File: config.mk
export PLATFORM = sky130hd
export DESIGN_NAME = padctl_filt
export DESIGN_NICKNAME = d
export VERILOG_FILES = /design/src/rtl/padctl_filt.sv
export SDC_FILE = /design/constraint.sdc
export NUM_CORES = 1
export LEC_CHECK = 0
export BUFFER_PORTS_ARGS = -buffer_cell sky130_fd_sc_hd__buf_2
export CELL_PAD_IN_SITES_DETAIL_PLACEMENT = 1
export CELL_PAD_IN_SITES_GLOBAL_PLACEMENT = 1
export CORE_MARGIN = 3
export CORE_UTILIZATION = 45
export CTS_CLUSTER_DIAMETER = 120
export DETAILED_ROUTE_END_ITERATION = 12
export PLACE_DENSITY = 0.91
export RECOVER_POWER = 100
export SYNTH_ARGS = -nofsm -noshare
export SYNTH_HDL_FRONTEND = slang
export SYNTH_SLANG_ARGS = --single-unit
File: constraint.sdc
create_clock -name clk_i -period 4.55 [get_ports clk_i]
set_input_delay 0.2275 -clock clk_i [delete_from_list [all_inputs] [get_ports clk_i]]
set_output_delay 0.2275 -clock clk_i [all_outputs]
set_load 0.01 [all_outputs]
File: src/rtl/padctl_filt.sv
// padctl_filt: NumPads bidirectional pad controller with a 2-flop input sync, per-pad glitch filter,
// software output override and a single-cycle register port. PADCTL_FILT_EVENT_EN builds edge/EVENT/irq.
module padctl_filt #(
    parameter int unsigned NumPads  = 16,
    parameter int unsigned FiltCntW = 8
) (
    input  logic               clk_i,
    input  logic               rst_ni,
    input  logic [NumPads-1:0] pad_in_i,
    output logic [NumPads-1:0] pad_out_o,
    output logic [NumPads-1:0] pad_oe_o,
    output logic [NumPads-1:0] core_in_o,
    input  logic [NumPads-1:0] core_out_i,
    input  logic [NumPads-1:0] core_oe_i,
    output logic [NumPads-1:0] rise_o,
    output logic [NumPads-1:0] fall_o,
    output logic               irq_o,
    input  logic               reg_req_i,
    input  logic               reg_we_i,
    input  logic [2:0]         reg_addr_i,
    input  logic [31:0]        reg_wdata_i,
    output logic [31:0]        reg_rdata_o,
    output logic               reg_ack_o
);

    localparam logic [2:0] ADDR_FILT_EN  = 3'd0;
    localparam logic [2:0] ADDR_THRESH   = 3'd1;
    localparam logic [2:0] ADDR_OVRD_EN  = 3'd2;
    localparam logic [2:0] ADDR_OVRD_VAL = 3'd3;
    localparam logic [2:0] ADDR_PAD_IN   = 3'd4;
    localparam logic [2:0] ADDR_EVENT    = 3'd5;

    logic [NumPads-1:0]  filt_en_q,  filt_en_d;
    logic [FiltCntW-1:0] thresh_q,   thresh_d;
    logic [NumPads-1:0]  ovrd_en_q,  ovrd_en_d;
    logic [NumPads-1:0]  ovrd_val_q, ovrd_val_d;
    logic [NumPads-1:0]  sync1_q,    sync1_d;
    logic [NumPads-1:0]  sync_q,     sync_d;
    logic [NumPads-1:0]  pad_out_q,  pad_out_d;
    logic [NumPads-1:0]  pad_oe_q,   pad_oe_d;
    logic                ack_q,      ack_d;
    logic [31:0]         rdata_q,    rdata_d;
    logic [31:0]         rd_mux;
    logic [NumPads-1:0]  event_rd;
    logic [FiltCntW-1:0] thresh_m1;
    logic                wr_en;
    logic [NumPads-1:0]  wr_pads;
    logic                unused_wdata;

    assign wr_en        = reg_req_i & reg_we_i;
    assign wr_pads      = reg_wdata_i[NumPads-1:0];
    assign unused_wdata = ^reg_wdata_i;

    // Configuration registers; writes land on the request edge.
    always_comb begin
        filt_en_d  = filt_en_q;
        thresh_d   = thresh_q;
        ovrd_en_d  = ovrd_en_q;
        ovrd_val_d = ovrd_val_q;
        if (wr_en) begin
            case (reg_addr_i)
                ADDR_FILT_EN:  filt_en_d  = wr_pads;
                ADDR_THRESH:   thresh_d   = reg_wdata_i[FiltCntW-1:0];
                ADDR_OVRD_EN:  ovrd_en_d  = wr_pads;
                ADDR_OVRD_VAL: ovrd_val_d = wr_pads;
                default: ;
            endcase
        end
    end

    always_comb begin
        rd_mux = '0;
        case (reg_addr_i)
            ADDR_FILT_EN:  rd_mux[NumPads-1:0]  = filt_en_q;
            ADDR_THRESH:   rd_mux[FiltCntW-1:0] = thresh_q;
            ADDR_OVRD_EN:  rd_mux[NumPads-1:0]  = ovrd_en_q;
            ADDR_OVRD_VAL: rd_mux[NumPads-1:0]  = ovrd_val_q;
            ADDR_PAD_IN:   rd_mux[NumPads-1:0]  = core_in_o;
            ADDR_EVENT:    rd_mux[NumPads-1:0]  = event_rd;
            default: ;
        endcase
    end

    // Sync chain, output path and register-port response.
    always_comb begin
        sync1_d   = pad_in_i;
        sync_d    = sync1_q;
        pad_oe_d  = ovrd_en_q | core_oe_i;
        pad_out_d = (ovrd_en_q & ovrd_val_q) | (~ovrd_en_q & core_out_i);
        ack_d     = reg_req_i;
        rdata_d   = '0;
        if (reg_req_i && !reg_we_i) begin
            rdata_d = rd_mux;
        end
    end

    always_ff @(posedge clk_i or negedge rst_ni) begin
        if (!rst_ni) begin
            filt_en_q  <= '0;
            thresh_q   <= '0;
            ovrd_en_q  <= '0;
            ovrd_val_q <= '0;
            sync1_q    <= '0;
            sync_q     <= '0;
            pad_out_q  <= '0;
            pad_oe_q   <= '0;
            ack_q      <= 1'b0;
            rdata_q    <= '0;
        end else begin
            filt_en_q  <= filt_en_d;
            thresh_q   <= thresh_d;
            ovrd_en_q  <= ovrd_en_d;
            ovrd_val_q <= ovrd_val_d;
            sync1_q    <= sync1_d;
            sync_q     <= sync_d;
            pad_out_q  <= pad_out_d;
            pad_oe_q   <= pad_oe_d;
            ack_q      <= ack_d;
            rdata_q    <= rdata_d;
        end
    end

    assign pad_out_o   = pad_out_q;
    assign pad_oe_o    = pad_oe_q;
    assign reg_ack_o   = ack_q;
    assign reg_rdata_o = rdata_q;

    // T=0 acts as T=1; comparing c >= T-1 lets a lowered threshold apply mid-count.
    assign thresh_m1 = (thresh_q == '0) ? '0 : thresh_q - FiltCntW'(1);

    genvar gi;
    generate
        for (gi = 0; gi < NumPads; gi++) begin : g_filt
            logic                f_q, f_d;
            logic [FiltCntW-1:0] c_q, c_d;

            always_comb begin
                f_d = f_q;
                c_d = '0;
                if (!filt_en_q[gi]) begin
                    f_d = sync_q[gi];
                end else if (sync_q[gi] != f_q) begin
                    if (c_q >= thresh_m1) begin
                        f_d = sync_q[gi];
                    end else begin
                        c_d = c_q + FiltCntW'(1);
                    end
                end
            end

            always_ff @(posedge clk_i or negedge rst_ni) begin
                if (!rst_ni) begin
                    f_q <= 1'b0;
                    c_q <= '0;
                end else begin
                    f_q <= f_d;
                    c_q <= c_d;
                end
            end

            assign core_in_o[gi] = f_q;
        end
    endgenerate

`ifdef PADCTL_FILT_EVENT_EN
    logic [NumPads-1:0] f_prev_q, f_prev_d;
    logic [NumPads-1:0] rise_q,   rise_d;
    logic [NumPads-1:0] fall_q,   fall_d;
    logic [NumPads-1:0] event_q,  event_d;

    // A new edge overrides a simultaneous W1C on the same bit.
    always_comb begin
        f_prev_d = core_in_o;
        rise_d   = core_in_o & ~f_prev_q;
        fall_d   = ~core_in_o & f_prev_q;
        event_d  = event_q;
        if (wr_en && (reg_addr_i == ADDR_EVENT)) begin
            event_d = event_q & ~wr_pads;
        end
        event_d = event_d | rise_d | fall_d;
    end

    always_ff @(posedge clk_i or negedge rst_ni) begin
        if (!rst_ni) begin
            f_prev_q <= '0;
            rise_q   <= '0;
            fall_q   <= '0;
            event_q  <= '0;
        end else begin
            f_prev_q <= f_prev_d;
            rise_q   <= rise_d;
            fall_q   <= fall_d;
            event_q  <= event_d;
        end
    end

    assign rise_o   = rise_q;
    assign fall_o   = fall_q;
    assign event_rd = event_q;
    assign irq_o    = |event_q;
`else
    assign rise_o   = '0;
    assign fall_o   = '0;
    assign event_rd = '0;
    assign irq_o    = 1'b0;
`endif

endmodule

Yosys cells after proc, flatten, opt, wreduce, memory -nomap -nowiden
Index checks and enable logic that the tools add are counted.
{"block": "classes", "n_addsub": 17, "multipliers": 0, "div": 0, "n_lt_le_gt_ge": 16, "n_eq_ne": 52, "shift": 0, "n_mux": 100, "n_bitwise": 6, "reduce_logical": 24}
{"op": "8-bit two-way mux", "count": 49}
{"op": "8-bit by 1-bit adder with 8-bit output, second input constant", "count": 16}
{"op": "8-bit >= comparator", "count": 16}
{"op": "2-bit by 1-bit inequality test with 1-bit output, second input constant", "count": 32}
{"op": "1-bit two-way mux", "count": 48}
{"op": "8-bit one-hot mux with 5 select lines", "count": 1}
{"op": "2-bit AND reduction", "count": 20}
{"op": "16-bit bitwise AND", "count": 2}
{"op": "16-bit OR", "count": 2}
{"op": "8-bit one-hot mux with 4 select lines", "count": 1}
{"op": "16-bit two-way mux", "count": 1}
{"op": "1-bit inequality test", "count": 16}
{"op": "16-bit inverter", "count": 1}
{"op": "8-bit zero test", "count": 1}
{"op": "8-bit by 1-bit subtractor with 8-bit output, second input constant", "count": 1}
{"op": "3-bit by 2-bit equality test with 1-bit output, second input constant", "count": 2}
{"op": "3-bit by 1-bit equality test with 1-bit output, second input constant", "count": 1}
{"op": "3-bit equality test, second input constant", "count": 1}
{"op": "3-bit zero test", "count": 1}
{"op": "1-bit bitwise AND", "count": 1}
{"op": "1-bit logical AND", "count": 1}
{"op": "1-bit zero test", "count": 1}
{"block": "totals", "regBits": 297, "latchBits": 0, "ramBits": 0, "mem_bits_ro": 0, "in_bits": 87, "output_inout_bits": 114, "wordCells": 257, "memories": 0}

Depth between registers and ports, before layout
Gate-level depths: netlist of the first run.
{"block": "depth", "word_depth": 6, "ltp_mapped": 10, "mapped_depth_nobuf": 10}

Worst setup path after synthesis of the first run
No wires, ideal clock.
{"block": "synth_path", "path_type": "reg-to-reg", "startpoint": "register thresh_q[3]", "endpoint": "register g_filt[13].f_q", "setup_ns": 0.125, "arrival_time_ns": 3.551, "required_time_ns": 4.425, "path_slack_ns": 0.874, "path_stages_with_launch": 10, "n_path_buf": 0, "period_less_slack_ns": 3.676, "path_cell_list": "dfrtp_1 > or3_1 > or3_1 > nor3_1 > mux2i_1 > ha_1 > and4_1 > a2111oi_0 > o31ai_1 > mux2_2"}
{"block": "synth_via", "elab_chain_len": 5, "word_cells_on_any_way": 6, "cone_classes": "1 x add/sub; 1 x order compare; 1 x eq/ne; 1 x mux; 2 x reduce/logical"}
{"item": "start: declaration", "line_no": "34", "source": "logic [FiltCntW-1:0] thresh_q, thresh_d;"}
{"item": "start signal: assignment", "line_no": "111", "source": "thresh_q <= thresh_d;"}
{"item": "8-bit by 1-bit subtractor with 8-bit output or 8-bit zero test (tied branches)", "line_no": "129", "source": "assign thresh_m1 = (thresh_q == '0) ? '0 : thresh_q - FiltCntW'(1);"}
{"item": "8-bit two-way mux (*)", "line_no": "129"}
{"item": "8-bit >= comparator (*)", "line_no": "143", "source": "if (c_q >= thresh_m1) begin"}
{"item": "2-bit by 1-bit inequality test with 1-bit output (no line) (*)"}
{"item": "2-bit AND reduction (no line) (*)"}
{"item": "end signal: assignment", "line_no": "153", "source": "f_q <= 1'b0;"}
{"item": "end signal: assignment", "line_no": "156", "source": "f_q <= f_d;"}
{"item": "end: declaration", "line_no": "134", "source": "logic f_q, f_d;"}
Every way passes the cells marked *; elsewhere a longest branch is shown, timed or not.
A chain may end at the register's enable or synchronous reset.

Final worst setup path of the first run
{"block": "layout_path", "startpoint": "register thresh_q[2]", "endpoint": "register g_filt[9].c_q[0]"}
{"block": "layout_via", "elab_chain_len": 6, "word_cells_on_any_way": 7, "cone_classes": "1 x add/sub; 1 x order compare; 4 x mux; 1 x reduce/logical"}
{"item": "8-bit by 1-bit subtractor with 8-bit output or 8-bit zero test (tied branches)", "line_no": "129"}
{"item": "8-bit two-way mux (*)", "line_no": "129"}
{"item": "8-bit >= comparator (*)", "line_no": "143"}
{"item": "8-bit two-way mux (*)", "line_no": "143"}
{"item": "8-bit two-way mux (*)", "line_no": "142", "source": "end else if (sync_q[gi] != f_q) begin"}
{"item": "8-bit two-way mux (*)", "line_no": "140", "source": "if (!filt_en_q[gi]) begin"}
{"item": "via g_filt[9].c_d[0]", "line_no": "135", "source": "logic [FiltCntW-1:0] c_q, c_d;"}
{"item": "end signal: assignment", "line_no": "154", "source": "c_q <= '0;"}
{"item": "end signal: assignment", "line_no": "157", "source": "c_q <= c_d;"}
{"item": "end: declaration", "line_no": "135"}
Mark *: on every way through the listed nets, which the timed path passes. The rest lies on a longest branch.

==> results of run 1 <==
-- power by group --
part           switching [µW]  leakage [µW]  internal, µW  total, µW
registers                 384       0.00362          2800       3180
clock network            1080      0.000522          1630       2710
logic                    1430       0.00405           903       2330
total                    2900       0.00819          5330       8230
-- layout make-up --
type | count | area share, %
inverter | 40 | 0.8551
timing repair buffer | 228 | 8.259
multi-input combinational | 972 | 41.64
clock inverter | 15 | 1.333
clock buffer | 39 | 4.760
sequential | 281 | 40.05
tap | 435 | 3.100
-- cell families after synthesis --
group | Yosys count | share of synthesized area, %
multiplexers | 80 | 6.039
AND/OR/NAND/NOR | 419 | 14.90
AO/OA/AOI/OAI | 163 | 7.940
buffers and inverters | 120 | 4.794
flip-flops | 281 | 47.27
other | 1 | 0.02521
XOR/XNOR | 116 | 6.830
adder cells (fa/ha/maj) | 145 | 12.20
-- state kept, by name, indices dropped and copies added, names as in the netlist, 8 cells and up --
| name | cells |
|---|---|
| ovrd_val_q | 16 |
| filt_en_q | 16 |
| ovrd_en_q | 16 |
| g_filt.f_q | 16 |
| g_filt.c_q | 128 |
| pad_oe_o | 16 |
| sync_q | 16 |
| sync1_q | 16 |
| reg_rdata_o | 16 |
| pad_out_o | 16 |
| thresh_q | 8 |
-- placed cells by master, fill, tap and decap left out, types with 46 or more instances in the layout --
cell type	n
and3_1	54
xor2_1	97
dfrtp_1	281
buf_2	66
nand3_1	87
mux2_2	71
conb_1	49
clkbuf_1	80
ha_1	145
nor2_1	58
nor3_1	76
nand2_1	46
dlygate4sd3_1	65
-- worst max-delay path, stage by stage, from the launching register on --
cell,delay [ns]
dfrtp_1,0.50
or3_1,0.40
or3_1,0.36
or3b_4,0.46
nand2_1,0.50
buf_4,0.29
ha_1,0.25
and3_1,0.21
a221oi_1,0.52
nand2_1,0.35
nor3_1,0.52
-- worst paths after layout --
path | startpoint | endpoint | slack [ns]
worst max-delay path | thresh_q[2] | g_filt[9].c_q[0] | 0.005
worst min-delay path | reg_wdata_i[7] | thresh_q[7] | 0.04
worst max register to register | thresh_q[2] | g_filt[9].c_q[0] | 0.005
worst min register to register | sync1_q[5] | sync_q[5] | 0.35
max in group asynchronous | rst_ni | g_filt[11].c_q[4] | 0.72
min in group asynchronous | rst_ni | reg_rdata_o[10] | 1.30
-- per-stage QoR --
stage | setup WS [ns] | cell area [µm²] | hold slack, ns
floorplan | 0.8745 | 15060 | -0.06809
global placement | 0.6923 | 15970 | 0.3338
detailed placement | 0.3854 | 15970 | 0.3364
CTS | 0.2681 | 17690 | 0.04200
global route | 0.007352 | 17560 | 0.01842
finish | 0.005362 | 17560 | 0.03546
-- repair_timing --
item                                    CTS  global route
gates resized for setup                   0             2
endpoints found under the setup margin    0            16
endpoints found under the hold margin   224             0
hold buffers                             65             0
-- routing by layer --
layer | part of all wire, % | vias to the layer above
met1 | 39 | 6024
met2 | 49 | 541
met3 | 6.5 | 191
met5 | 0.050 | -
li1 | - | 5133
met4 | 5.7 | 4
==> flow_metrics.tcl, run 1 <==
set metrics [dict create \
    status "complete, but fails checks" \
    violations "capacitance limit, slew limit" \
    r2r_cells 10 \
    fin_util_pct 54.80 \
    yosysMostFrequentCell "dfrtp_1" \
    met2_usage_pct 46.00 \
    critPathArrivalTime_ns 4.95 \
    htreeDepth 1 \
    nets 1786 \
    setup.worst_path.end_class "register" \
    synth.distinct_cells 44 \
    rsz0062_at_grt "no" \
    synthFlopType "dfrtp_1" \
    maxCapViolCount 3 \
    cts_tree "done" \
    netlist.area_leader.share_pct 47.27 \
    syn-instance-count 1325 \
    place_congestion 0.8359 \
    seq_area_frac_synth_pct 47.27 \
    num_vias 11890 \
    multiInputGateArea_um2 7312 \
    synth.top_cells.by_count "dfrtp_1, ha_1, xor2_1" \
    place_hpwl_um 30410 \
    clock-sinks 281 \
    leakage_uw 0.008193 \
    holdPathStages 2 \
    syn-cell-area_um2 14880 \
    power.density_nw_per_um2 468.6 \
    synth-edff-count 0 \
    fin_crit_sh_pct 99.88 \
    pin_count 201 \
    synth_warnings 0 \
    die_x_um 187.8 \
    setup_viol 0 \
    grt_pass1_wl_um 74910 \
    ir_drop_mv 0.3303 \
    drtPass1Iterations 7 \
    fin_crit_ns 4.545 \
    die_h_um 187.8 \
    seqCellArea_um2 7032 \
    p_total_uw 8228 \
    die-area_um2 35270 \
    cp.required_ns 4.95 \
    grtUsageTotal_pct 26.75 \
    wirelength_um 47850 \
    drv_slew 157 \
    core_um2 32040 \
    clk_path_buf_depth 3 \
    cp-start-kind "register" \
    route.detailed.drc 0 \
    synth_seq_cells 281 \
    start_util_pct 46.42 \
    avgRoutedWirePerCell_um 23.80 \
    cp_max_fo 8 \
    post_cts_buffers 0 \
    antenna_cells 0 \
    synth.largest_area_cell "dfrtp_1" \
    ant_nets 0 \
    tightestPinTransition_ns 3.343 \
    finClkSkew_ns 0.01571 \
    hold_class "input pin to register" \
    antenna_found_initial 2 \
    gr-usage-met3_pct 4.879 \
    crit_type "register to register" \
    area_growth_pct 18.03 \
    drive_gt1_share_pct 15.17 \
    cts-root-buf "clkbuf_16" \
    relSlewSlack_pct -122.9 \
    portBuffers 135 \
    fill_cells 3496 \
    cts_inserted_buffers 31 \
    initialDrtViolationCount 906 \
    path_clk_slew_ns 0.07 \
    grt-busiest-layer "met2" \
    grt_start_max_net_pins 130 \
    grtUsageMet1_pct 32.19 \
    async_flop_share_pct 100.0 \
    num_rows 65 \
    dp.cells 1891 \
    synth_area_leaders "dfrtp_1, ha_1, mux2_2" \
    final-instance-count-excl-fill 2010 \
    syn-mean-instance-area_um2 11.23 \
    tns_ns 0 \
    clock_latency_ns 0.57 \
    grt_pass1_vias 13090 \
    grt_overflow 0 \
    routed_via_density 5.917 \
    hold_viol 0 \
    max_freq_mhz 220.0 \
]
Power figures use the tool's default switching activity.
==> run 2: changes to the inputs <==
- CORE_MARGIN: 3 -> 10
==> run 2 against run 1 <==
  * The flow still finishes with violations (capacitance limit, slew limit)
  * Critical path depth stayed put
  * Clock power hardly changed
  * Maximum frequency is 2.5% higher
  * Wire length is 6.7% higher
  * Critical path type unchanged
  * Critical endpoint is now g_filt[12].c_q[6]
==> flow_metrics.tcl, run 2 (synthesis gave the netlist of run 1 again) <==
set metrics [dict create \
    status "complete, but fails checks" \
    violations "capacitance limit, slew limit" \
    portBuffers 135 \
    dp.cells 1893 \
    htreeDepth 1 \
    initialDrtViolationCount 903 \
    regToRegEndpoint "g_filt[12].c_q[6]" \
    place_hpwl_um 30500 \
    final-instance-count-excl-fill 2016 \
    stdcell_area_um2 17510 \
    r2r_cells 10 \
    hold_class "input pin to register" \
    clock_latency_ns 0.60 \
    cp_cell_sequence "or3_1 -> or3_1 -> or3b_4 -> nand2_1 -> clkbuf_1 -> ha_1 -> and3_1 -> a221oi_1 -> nand2_1 -> nor3_1" \
    final_cell_mix "dfrtp_1, ha_1, xor2_1" \
    grt_start_max_net_pins 126 \
    multiInputGateArea_um2 7298 \
    seqCellArea_um2 7032 \
    pin_count 201 \
    crit_family "simple AND/OR/NAND/NOR gates" \
    setup.worst_path.end_class "register" \
    largest_reg_flops 128 \
    clock-sinks 281 \
    top_register "g_filt.c_q" \
    grtUsageTotal_pct 24.49 \
    drv_slew 153 \
    die_x_um 201.8 \
    clk_path_buf_depth 3 \
    post_cts_resized 0 \
    ctsHoldBuffers 66 \
    cp.required_ns 4.98 \
    grt_pass1_vias 13390 \
    rsz0062_at_grt "no" \
    critPathMaxStageDelay_ns 0.49 \
    num_rows 66 \
    leakage_uw 0.008152 \
    gr-usage-met3_pct 5.389 \
    p_total_uw 8233 \
    area_growth_pct 17.70 \
    fin_crit_ns 4.434 \
    layout_commonest_cell "dfrtp_1" \
    wirelength_um 51070 \
    r2r_slack_ns 0.12 \
    critPathArrivalTime_ns 4.86 \
    antenna_found_initial 3 \
    crit_slowest_cell "nand2_1" \
    cts_inserted_buffers 31 \
    hold_viol 0 \
    tightestPinTransition_ns 2.811 \
    holdWs_ns 0.2312 \
    num_vias 12010 \
    die_h_um 201.8 \
    finClkSkew_ns 0.02703 \
    routed_via_density 5.958 \
    cp_max_fo 9 \
    grt_pass1_wl_um 79560 \
    cp_num_buf_inv 1 \
    path_clk_slew_ns 0.07 \
    maxCapViolCount 4 \
    holdPathStages 3 \
    power.density_nw_per_um2 470.3 \
    holdPathEnd "reg_rdata_o[0]" \
    r2r_start "thresh_q[4]" \
    route.detailed.drc 0 \
    drive_gt1_share_pct 14.24 \
    grt_overflow 0 \
    place_congestion 0.8346 \
    ant_nets 0 \
    crit_type "register to register" \
    tns_ns 0 \
    max_freq_mhz 225.5 \
    setup_viol 0 \
    placedInstanceArea_um2 15940 \
    cts-root-buf "clkbuf_16" \
    cts_tree "done" \
    die-area_um2 40730 \
    fill_cells 3560 \
    fin_crit_sh_pct 97.45 \
    post_cts_buffers 0 \
    relSlewSlack_pct -87.42 \
    ir_drop_mv 0.2493 \
    cp-start-kind "register" \
    avgRoutedWirePerCell_um 25.33 \
    start_util_pct 45.72 \
    drtPass1Iterations 6 \
    nets 1782 \
    grt-busiest-layer "met2" \
    core_um2 32540 \
    min_from "reg_addr_i[2]" \
    met2_usage_pct 42.58 \
    grtUsageMet1_pct 28.03 \
]
[run 2: final cells by class]
cell class | count | area share [%]
timing repair buffer | 224 | 8.076
inverter | 40 | 0.8576
clock inverter | 10 | 0.8933
clock buffer | 46 | 5.153
sequential | 281 | 40.16
multi-input combinational | 972 | 41.69
antenna | 1 | 0.01429
tap | 442 | 3.159
[run 2: worst max-delay path by stage]
| stage | from | end | slack (ns) | cells after the start |
|---|---|---|---|---|
| global route | thresh_q[3] | g_filt[0].c_q[2] | 0.04 | 9 |
| global placement | thresh_q[3] | g_filt[0].c_q[7] | 0.62 | 9 |
| floorplan | thresh_q[3] | g_filt[13].f_q | 0.87 | 9 |
| detailed placement | thresh_q[3] | g_filt[0].c_q[3] | 0.36 | 9 |
| finish | thresh_q[4] | g_filt[12].c_q[6] | 0.12 | 10 |
| CTS | thresh_q[3] | g_filt[0].c_q[3] | 0.33 | 9 |
[run 2: report_power, final]
part | total (µW) | switching [µW] | internal [µW]
Sequential | 3170 | 375 | 2800
Combinational | 2370 | 1470 | 892
Clock | 2690 | 1100 | 1590
[run 2: per-layer routing]
metal	share of wire (%)	wire length [µm]
met3	7.4	3757
met1	38	19340
met5	0.025	13
met4	4.9	2512
met2	50	25440
[run 2: worst register-to-register path, cell delays in order (launching register included)]
cell,delay [ns]
dfrtp_1,0.46
or3_1,0.40
or3_1,0.37
or3b_4,0.46
nand2_1,0.49
clkbuf_1,0.31
ha_1,0.28
and3_1,0.21
a221oi_1,0.47
nand2_1,0.33
nor3_1,0.48
[run 2: metrics by stage]
step | util (%) | setup WS, ns
after floorplan | - | 0.8745
after global placement | 49.00 | 0.6225
after detailed placement | 49.00 | 0.3593
after CTS | 54.28 | 0.3338
after global routing | 53.81 | 0.03755
final | 53.81 | 0.1158
